<file path="src/rtl/afifo_read_arbiter_if.sv">
`default_nettype none
// ============================================================================
// Module   : afifo_read_arbiter_if
// Brief    : FIFO read-port bundle and tagged output stream of the read arbiter.
// Revision : 1.0 - initial release
// ============================================================================
interface afifo_read_arbiter_if #(
    parameter int WIDTH  = 32,
    parameter int NUM_CH = 4
) ();
    localparam int CH_W = $clog2(NUM_CH);

    logic [NUM_CH-1:0]       ch_enable;
    logic [NUM_CH-1:0]       fifo_empty;
    logic [NUM_CH*WIDTH-1:0] fifo_read_data;
    logic [NUM_CH-1:0]       fifo_read_en;
    logic                    out_valid;
    logic                    out_ready;
    logic [WIDTH-1:0]        out_data;
    logic [CH_W-1:0]         out_channel;
    logic                    out_last;

    modport master (
        input  ch_enable, fifo_empty, fifo_read_data, out_ready,
        output fifo_read_en, out_valid, out_data, out_channel, out_last
    );

    modport slave (
        output ch_enable, fifo_empty, fifo_read_data, out_ready,
        input  fifo_read_en, out_valid, out_data, out_channel, out_last
    );
endinterface
`default_nettype wire

</file>
<file path="src/rtl/afifo_read_arbiter.sv">
`default_nettype none
// ============================================================================
// Module   : afifo_read_arbiter
// Brief    : Round-robin burst scheduler draining show-ahead FIFO read ports
//            into one registered, channel-tagged valid/ready stream.
// Revision : 1.0 - initial release
// ============================================================================
module afifo_read_arbiter #(
    parameter int WIDTH     = 32,
    parameter int NUM_CH    = 4,
    parameter int MAX_BURST = 4
) (
    input  wire                  read_clk,
    input  wire                  reset_rsync,
    afifo_read_arbiter_if.master arb_io
);
    localparam int CH_W  = $clog2(NUM_CH);
    localparam int CNT_W = (MAX_BURST > 1) ? $clog2(MAX_BURST) : 1;
    localparam logic [CNT_W-1:0] LAST_BEAT = CNT_W'(MAX_BURST - 1);

    typedef enum logic [0:0] {
        ST_IDLE  = 1'b0,
        ST_BURST = 1'b1
    } state_t;

    state_t            state_q,       state_d;
    logic [CH_W-1:0]   grant_q,       grant_d;
    logic [CH_W-1:0]   rr_ptr_q,      rr_ptr_d;
    logic [CNT_W-1:0]  count_q,       count_d;
    logic              out_valid_q,   out_valid_d;
    logic [WIDTH-1:0]  out_data_q,    out_data_d;
    logic [CH_W-1:0]   out_channel_q, out_channel_d;
    logic              out_last_q,    out_last_d;

    logic [NUM_CH-1:0] w_req;
    logic              w_space;
    logic              w_pop;
    logic              w_found;
    logic [CH_W-1:0]   w_pick;
    logic [WIDTH-1:0]  w_ch_data [NUM_CH];

    assign w_req   = arb_io.ch_enable & ~arb_io.fifo_empty;
    assign w_space = !out_valid_q || arb_io.out_ready;

    genvar gc;
    generate
        for (gc = 0; gc < NUM_CH; gc++) begin : g_ch
            assign w_ch_data[gc]          = arb_io.fifo_read_data[gc*WIDTH +: WIDTH];
            assign arb_io.fifo_read_en[gc] = w_pop && (grant_q == CH_W'(gc));
        end
    endgenerate

    // First requester at or after rr_ptr; the index wraps because NUM_CH is a power of two.
    always_comb begin
        w_found = 1'b0;
        w_pick  = rr_ptr_q;
        for (int i = 0; i < NUM_CH; i++) begin
            if (!w_found && w_req[rr_ptr_q + CH_W'(i)]) begin
                w_found = 1'b1;
                w_pick  = rr_ptr_q + CH_W'(i);
            end
        end
    end

    always_comb begin
        state_d       = state_q;
        grant_d       = grant_q;
        rr_ptr_d      = rr_ptr_q;
        count_d       = count_q;
        out_valid_d   = out_valid_q;
        out_data_d    = out_data_q;
        out_channel_d = out_channel_q;
        out_last_d    = out_last_q;
        w_pop         = 1'b0;

        if (out_valid_q && arb_io.out_ready) begin
            out_valid_d = 1'b0;
        end

        case (state_q)
            ST_IDLE: begin
                if (w_found) begin
                    grant_d = w_pick;
                    count_d = '0;
                    state_d = ST_BURST;
                end
            end
            ST_BURST: begin
                if (!w_req[grant_q]) begin
                    state_d  = ST_IDLE;
                    rr_ptr_d = grant_q + CH_W'(1);
                end else if (w_space) begin
                    w_pop         = 1'b1;
                    out_valid_d   = 1'b1;
                    out_data_d    = w_ch_data[grant_q];
                    out_channel_d = grant_q;
                    out_last_d    = (count_q == LAST_BEAT);
                    if (count_q == LAST_BEAT) begin
                        state_d  = ST_IDLE;
                        rr_ptr_d = grant_q + CH_W'(1);
                        count_d  = '0;
                    end else begin
                        count_d = count_q + CNT_W'(1);
                    end
                end
            end
            default: state_d = ST_IDLE;
        endcase
    end

    always_ff @(posedge read_clk or posedge reset_rsync) begin
        if (reset_rsync) begin
            state_q       <= ST_IDLE;
            grant_q       <= '0;
            rr_ptr_q      <= '0;
            count_q       <= '0;
            out_valid_q   <= 1'b0;
            out_data_q    <= '0;
            out_channel_q <= '0;
            out_last_q    <= 1'b0;
        end else begin
            state_q       <= state_d;
            grant_q       <= grant_d;
            rr_ptr_q      <= rr_ptr_d;
            count_q       <= count_d;
            out_valid_q   <= out_valid_d;
            out_data_q    <= out_data_d;
            out_channel_q <= out_channel_d;
            out_last_q    <= out_last_d;
        end
    end

    assign arb_io.out_valid   = out_valid_q;
    assign arb_io.out_data    = out_data_q;
    assign arb_io.out_channel = out_channel_q;
    assign arb_io.out_last    = out_last_q;
endmodule
`default_nettype wire

</file>
<file path="src/flat_wrapper.sv">
// flat-port wrapper written by rule: the top's interface ports become plain ports
module afifo_read_arbiter_flat 
#(
    parameter int WIDTH     = 32,
    parameter int NUM_CH    = 4,
    parameter int MAX_BURST = 4
)
  (read_clk, reset_rsync, arb_io_ch_enable, arb_io_fifo_empty, arb_io_fifo_read_data, arb_io_out_ready, arb_io_fifo_read_en, arb_io_out_valid, arb_io_out_data, arb_io_out_channel, arb_io_out_last);
  afifo_read_arbiter_if #(.WIDTH(WIDTH), .NUM_CH(NUM_CH)) arb_io_i ();
  input  wire read_clk;
  input  wire reset_rsync;
  input wire logic [$bits(arb_io_i.ch_enable)-1:0] arb_io_ch_enable;
  input wire logic [$bits(arb_io_i.fifo_empty)-1:0] arb_io_fifo_empty;
  input wire logic [$bits(arb_io_i.fifo_read_data)-1:0] arb_io_fifo_read_data;
  input wire logic [$bits(arb_io_i.out_ready)-1:0] arb_io_out_ready;
  output wire logic [$bits(arb_io_i.fifo_read_en)-1:0] arb_io_fifo_read_en;
  output wire logic [$bits(arb_io_i.out_valid)-1:0] arb_io_out_valid;
  output wire logic [$bits(arb_io_i.out_data)-1:0] arb_io_out_data;
  output wire logic [$bits(arb_io_i.out_channel)-1:0] arb_io_out_channel;
  output wire logic [$bits(arb_io_i.out_last)-1:0] arb_io_out_last;
  assign arb_io_i.ch_enable = arb_io_ch_enable;
  assign arb_io_i.fifo_empty = arb_io_fifo_empty;
  assign arb_io_i.fifo_read_data = arb_io_fifo_read_data;
  assign arb_io_i.out_ready = arb_io_out_ready;
  assign arb_io_fifo_read_en = arb_io_i.fifo_read_en;
  assign arb_io_out_valid = arb_io_i.out_valid;
  assign arb_io_out_data = arb_io_i.out_data;
  assign arb_io_out_channel = arb_io_i.out_channel;
  assign arb_io_out_last = arb_io_i.out_last;
  afifo_read_arbiter #(.WIDTH(WIDTH), .NUM_CH(NUM_CH), .MAX_BURST(MAX_BURST)) u_core (.read_clk(read_clk), .reset_rsync(reset_rsync), .arb_io(arb_io_i));
endmodule
</file>
<file path="config.mk">
export PLATFORM = sky130hd
export DESIGN_NAME = afifo_read_arbiter_flat
export DESIGN_NICKNAME = d
export VERILOG_FILES = /design/src/rtl/afifo_read_arbiter_if.sv /design/src/rtl/afifo_read_arbiter.sv /design/src/flat_wrapper.sv
export SDC_FILE = /design/constraint.sdc
export NUM_CORES = 1
export LEC_CHECK = 0
export ABC_AREA = 1
export BUFFER_PORTS_ARGS = -buffer_cell sky130_fd_sc_hd__clkbuf_2
export CAP_MARGIN = 20
export CELL_PAD_IN_SITES_DETAIL_PLACEMENT = 0
export CELL_PAD_IN_SITES_GLOBAL_PLACEMENT = 1
export CORE_UTILIZATION = 30
export DETAILED_ROUTE_END_ITERATION = 10
export PLACE_DENSITY_LB_ADDON = 0.1
export SYNTH_ARGS = -nofsm -noshare
export SYNTH_HDL_FRONTEND = slang
export SYNTH_SLANG_ARGS = --single-unit
</file>
<file path="constraint.sdc">
create_clock -name read_clk -period 5 [get_ports read_clk]
set_clock_uncertainty 0.15 [all_clocks]
set_input_delay 1 -clock read_clk [delete_from_list [all_inputs] [get_ports read_clk]]
set_output_delay 1 -clock read_clk [all_outputs]
set_load 0.01 [all_outputs]
</file>
# == Word-level counts from Yosys, hierarchy flattened ==
# Index checks and enable logic that the tools add are counted.
# Widths: inputs -> output; s select.
# word_totals
reg_bits,43
latchBits,0
inputBits,139
n_memories,0
ram_bits,0
out_inout_bits,40
mem_bits_ro,0
# classes
muxes,40
div_mod_pow,0
reduce_logical,18
magnitude_cmp,6
mul,0
shift,0
n_bitwise,4
n_eq_ne,9
add_sub_neg,5
# op_table
cell,n
$bmux 32 s2,1
$mux 32,2
$mux 1,20
$mux 2,10
$lt 2x3->1 const B,5
$bmux 1 s2,5
$reduce_and 3->1,3
$logic_and 1x1->1,8
$add 2x1->2 const B,3
$eq 2x2->1 const B,3
$ne 2x2->1 const B,3
$add 2x2->2 const B,2
$and 4x4->4,1
$logic_not 1->1,4
$ne 2x1->1 const B,2
$not 4->4,1
$pmux 2 s2,1
$ge 3x3->1 const B,1
$not 2->3,1
$eq 2x1->1 const B,1
$logic_not 2->1,1
$pmux 1 s2,1
$reduce_and 2->1,1
$logic_or 1x1->1,1
$not 1->1,1

# == Longest topological paths before layout ==
# logic_depth
word_depth,16
mapped_depth,13
depth_no_buf,12

# == Worst setup path before layout ==
# No wires, ideal clock.
# synth_path
path_kind,input port to output port
startpoint,in arb_io_fifo_empty[1]
endpoint,out arb_io_fifo_read_en[0]
path_stages,7
path_slack_ns,2.002
required_time_ns,3.850
n_path_buf,1
arrival_ns,1.848
cell_sequence,inv_1 nand3_1 nand3_1 and2_1 nand3_2 buf_2 nor2_1
# synth_via
elab_chain_len,7
# synth_lines
item,line,rtl
"start, declared",flat_wrapper.sv:13,input wire logic [$bits(arb_io_i.fifo_empty)-1:0] arb_io_fifo_empty;
$not 4->4,afifo_read_arbiter.sv:42,assign w_req = arb_io.ch_enable & ~arb_io.fifo_empty;
$and 4x4->4,afifo_read_arbiter.sv:42,
$bmux 1 s2,afifo_read_arbiter.sv:89,if (!w_req[grant_q]) begin
$mux 1 (not written as such),afifo_read_arbiter.sv:89,
$mux 1,afifo_read_arbiter.sv:89,
$mux 1,afifo_read_arbiter.sv:80,case (state_q)
$logic_and 1x1->1,afifo_read_arbiter.sv:49,assign arb_io.fifo_read_en[gc] = w_pop && (grant_q == CH_W'(gc));
"end, declared",flat_wrapper.sv:16,output wire logic [$bits(arb_io_i.fifo_read_en)-1:0] arb_io_fifo_read_en;
# No other way between the ends. The select of a mux whose other input is x is not followed.

# == Worst setup path after layout ==
# layout_path
startpoint,reg u_core.grant_q[0]
endpoint,out arb_io_fifo_read_en[1]
# layout_via
elab_chain_len,5
elab_cells_between_ends,6
classes_between,eq/ne: 1; mux: 4; reduce/logical: 1
# layout_lines
item,line,rtl
"start, declared",afifo_read_arbiter.sv:27,"logic [CH_W-1:0] grant_q, grant_d;"
"start signal, assigned",afifo_read_arbiter.sv:123,grant_q <= grant_d;
$bmux 1 s2,afifo_read_arbiter.sv:89,
$mux 1 (not written as such),afifo_read_arbiter.sv:89,
$mux 1,afifo_read_arbiter.sv:89,
$mux 1,afifo_read_arbiter.sv:80,
$logic_and 1x1->1 *,afifo_read_arbiter.sv:49,
# Mark *: on every way between the ends. The rest lies on a longest branch, timed or not. The select of a mux whose other input is x is not followed.

==> impl_metrics.py <==
metrics = {
    "power": {
        "pwr-share-seq": 0.279,
        "combPwrFrac": 0.625,
        "netSwitchingPower_w": 0.00116,
        "internal-power_w": 0.00112,
        "clkPwrFrac": 0.096,
        "leakagePower_nw": 2.17,
        "power_density_nw_per_um2": 574,
        "ir_drop_v": 0.000266,
        "power.share.switching": 0.509,
    },
    "detailed_routing": {
        "first_pass_iters": 6,
        "drtIter0Drc": 130,
        "routed_wl_um": 9740,
        "vias": 3517,
        "wl_per_cell_um": 13.2,
        "drcViolationCount": 0,
        "vias_per_cell": 4.75,
        "ant_nets": 0,
    },
    "clocking": {
        "cts_resized": 0,
        "clk_pin_slew_ns": 0.08,
        "hold_buffers": 0,
        "cts-buffers-inserted": 5,
        "clockRootBuffer": "clkbuf_8",
        "cts_tree": "done",
        "cts-htree-levels": 2,
        "clock_path_buffers": 2,
        "post-cts-setup-buffers": 0,
        "cts_num_sinks": 43,
        "clock_latency_ns": 0.29,
    },
    "floorplan": {
        "ios": 179,
        "coreArea_um2": 9330,
        "dieHeight_um": 100,
        "start_util": 0.312,
        "rows": 35,
        "dieArea_um2": 10100,
        "die_x_um": 100,
    },
    "finish": {
        "drive_gt1_frac": 0.327,
        "syn2layout_area_growth_pct": 36.2,
        "nFillCells": 1035,
        "antennaDiodeCount": 0,
        "final_core_util": 0.425,
        "layout.cells.non_filler": 740,
        "nets": 754,
    },
    "critical_path": {
        "required_ns": 3.85,
        "endpoint_kind": "output pin",
        "r2r_start": "u_core.grant_q[0]",
        "crit_type": "reg2out",
        "r2r_slack_ns": 2.40,
        "cp-start-kind": "flop",
        "crit_arrival_ns": 2.28,
        "worstRegToRegCells": 9,
        "crit_path_max_fanout": 70,
        "timing.rr.end": "u_core.arb_io.out_data[10]",
    },
    "grt": {
        "grt_max_degree": 71,
        "first_global_vias": 3141,
        "antenna_found_initial": 0,
        "grt_overflow": 0,
        "grt_pass1_wl_um": 15000,
        "grtUsageTotal": 0.189,
    },
    "worst_hold_path": {
        "hold_path_end": "u_core.arb_io.out_data[12]",
        "worstHoldPathCells": 2,
        "hp-start": "u_core.arb_io.out_data[12]",
        "hp-class": "reg2reg",
    },
    "synthesis": {
        "syn_nets": 593,
        "syn_area_per_cell_um2": 6.48,
        "ys_types": 22,
        "ys_warn_count": 0,
        "ys_ff_latch": 43,
        "ys_seq_area_frac": 0.370,
        "synth_area_um2": 2910,
        "synth_cells": 449,
    },
    "placement": {
        "dpl.hpwl_um": 6920,
        "portBuffers": 178,
        "place.gp.congestion": 0.770,
        "placedCellCount": 731,
    },
    "timing": {
        "tightestPinTransition_ns": 0.679,
        "slew_headroom": 0.548,
        "slew_viol_final": 0,
        "fin_setup_tns_ns": 0,
        "rsz0062_at_grt": "false",
        "setup_viol": 0,
        "min_period_over_period": 0.685,
        "fmax_ghz": 0.292,
        "hold_viol": 0,
        "holdWs_ns": 0.330,
        "min_period_ns": 3.43,
    },
    "run_status": {
        "status": "finished, final reports clean",
    },
    "run": {
        "drv_cap": 0,
    },
}
-- power groups by stage --
stage          sequential (W)  clock, W  combinational (W)
2_1_floorplan        0.000682         0           0.000959
3_3_place_gp         0.000632         0            0.00143
3_5_place_dp         0.000639         0            0.00144
4_1_cts              0.000635  0.000232            0.00144
5_1_grt              0.000656  0.000246            0.00163
6_report             0.000635  0.000219            0.00142
-- metrics by stage --
step	cell area (um^2)	total power (W)	setup slack (ns)
6_report	3960	0.00227	1.57
5_1_grt	3960	0.00253	1.33
4_1_cts	3940	0.00231	1.52
3_5_place_dp	3860	0.00208	1.70
3_3_place_gp	3860	0.00206	1.72
2_1_floorplan	2910	0.00164	2.00
-- critical path: stages, from the launching register on --
cell and delay, ns:
dfrtp_2 0.37, buf_4 0.56, nand3_1 0.14, nand3_1 0.11
and2_1 0.21, nand3_2 0.07, buf_4 0.24, nor2_1 0.12
clkbuf_2 0.14
-- layout by cell type (no fill, tap or decap) --
master,count
nor3_1,1
clkbuf_8,5
dfrtp_1,42
a21oi_1,1
o21ai_0,70
inv_4,1
dfrtp_2,1
nand3_2,2
nor2_1,111
buf_12,1
ha_1,5
clkbuf_2,178
inv_2,4
clkinvlp_4,1
inv_1,15
o22ai_1,19
o21ai_4,1
clkinv_2,1
a31oi_1,13
nand2_1,104
nand2_2,1
buf_4,4
clkbuf_1,1
and2_1,1
nand3_1,28
-- worst max-delay path by stage --
stage,from,end,slack [ns],depth (start not counted)
6_report,u_core.grant_q[0],arb_io_fifo_read_en[1],1.57,8
5_1_grt,u_core.grant_q[0],arb_io_fifo_read_en[2],1.33,8
4_1_cts,u_core.grant_q[0],arb_io_fifo_read_en[2],1.52,8
3_5_place_dp,arb_io_fifo_empty[1],arb_io_fifo_read_en[2],1.70,9
3_3_place_gp,arb_io_fifo_empty[1],arb_io_fifo_read_en[3],1.72,9
2_1_floorplan,arb_io_fifo_empty[1],arb_io_fifo_read_en[0],2.00,7
-- state kept, by name, indices dropped and copies added (netlist names) --
signal	flops
u_core.arb_io.out_data	32
u_core.rr_ptr_q	2
u_core.arb_io.out_valid	1
u_core.arb_io.out_last	1
u_core.grant_q	2
u_core.state_q	1
u_core.count_q	2
u_core.arb_io.out_channel	2
-- synth_stat cells --
cell      count  area share
dfrtp_1      43        0.37
clkbuf_1     15       0.019
a21oi_1       1      0.0017
buf_1         1      0.0013
o22ai_1      19       0.041
buf_6         1      0.0039
inv_1        16       0.021
inv_4         1      0.0022
nand2_2       1      0.0022
nand3_1      28       0.048
ha_1          5       0.022
nor2_1      111        0.14
and2_1        1      0.0022
nand3_2       2      0.0069
inv_2         3      0.0039
a31oi_1      13       0.028
buf_4         2      0.0052
buf_2        10       0.017
nor3_1        1      0.0017
o21ai_0      70        0.12
o21ai_4       1      0.0056
nand2_1     104        0.13
-- area by class of cell --
class	count	area, um^2	share of cell area
Tap cell	129	161	0.0407
Inverter	20	77.6	0.0196
Timing Repair Buffer	183	941	0.238
Clock buffer	6	72.6	0.0183
Sequential cell	43	1080	0.272
Clock inverter	2	12.5	0.00316
Multi-Input combinational cell	357	1620	0.409
-- cells by family (layout without fill, tap and decap cells) --
group | count (synthesis) | in the layout | share of synthesized area
adders and majority gates | 5 | 5 | 0.0215
and+or+nand+nor | 248 | 248 | 0.338
AOI/OAI and AO/OA | 104 | 104 | 0.197
buffers and inverters | 49 | 211 | 0.0735
DFF | 43 | 43 | 0.370
-- routing by layer --
metal,share of wire,GRT usage
met5,0,0
met4,0.011,0.0446
met1,0.45,0.245
met3,0.075,0.0458
met2,0.46,0.317
Power figures use the tool's default switching activity.
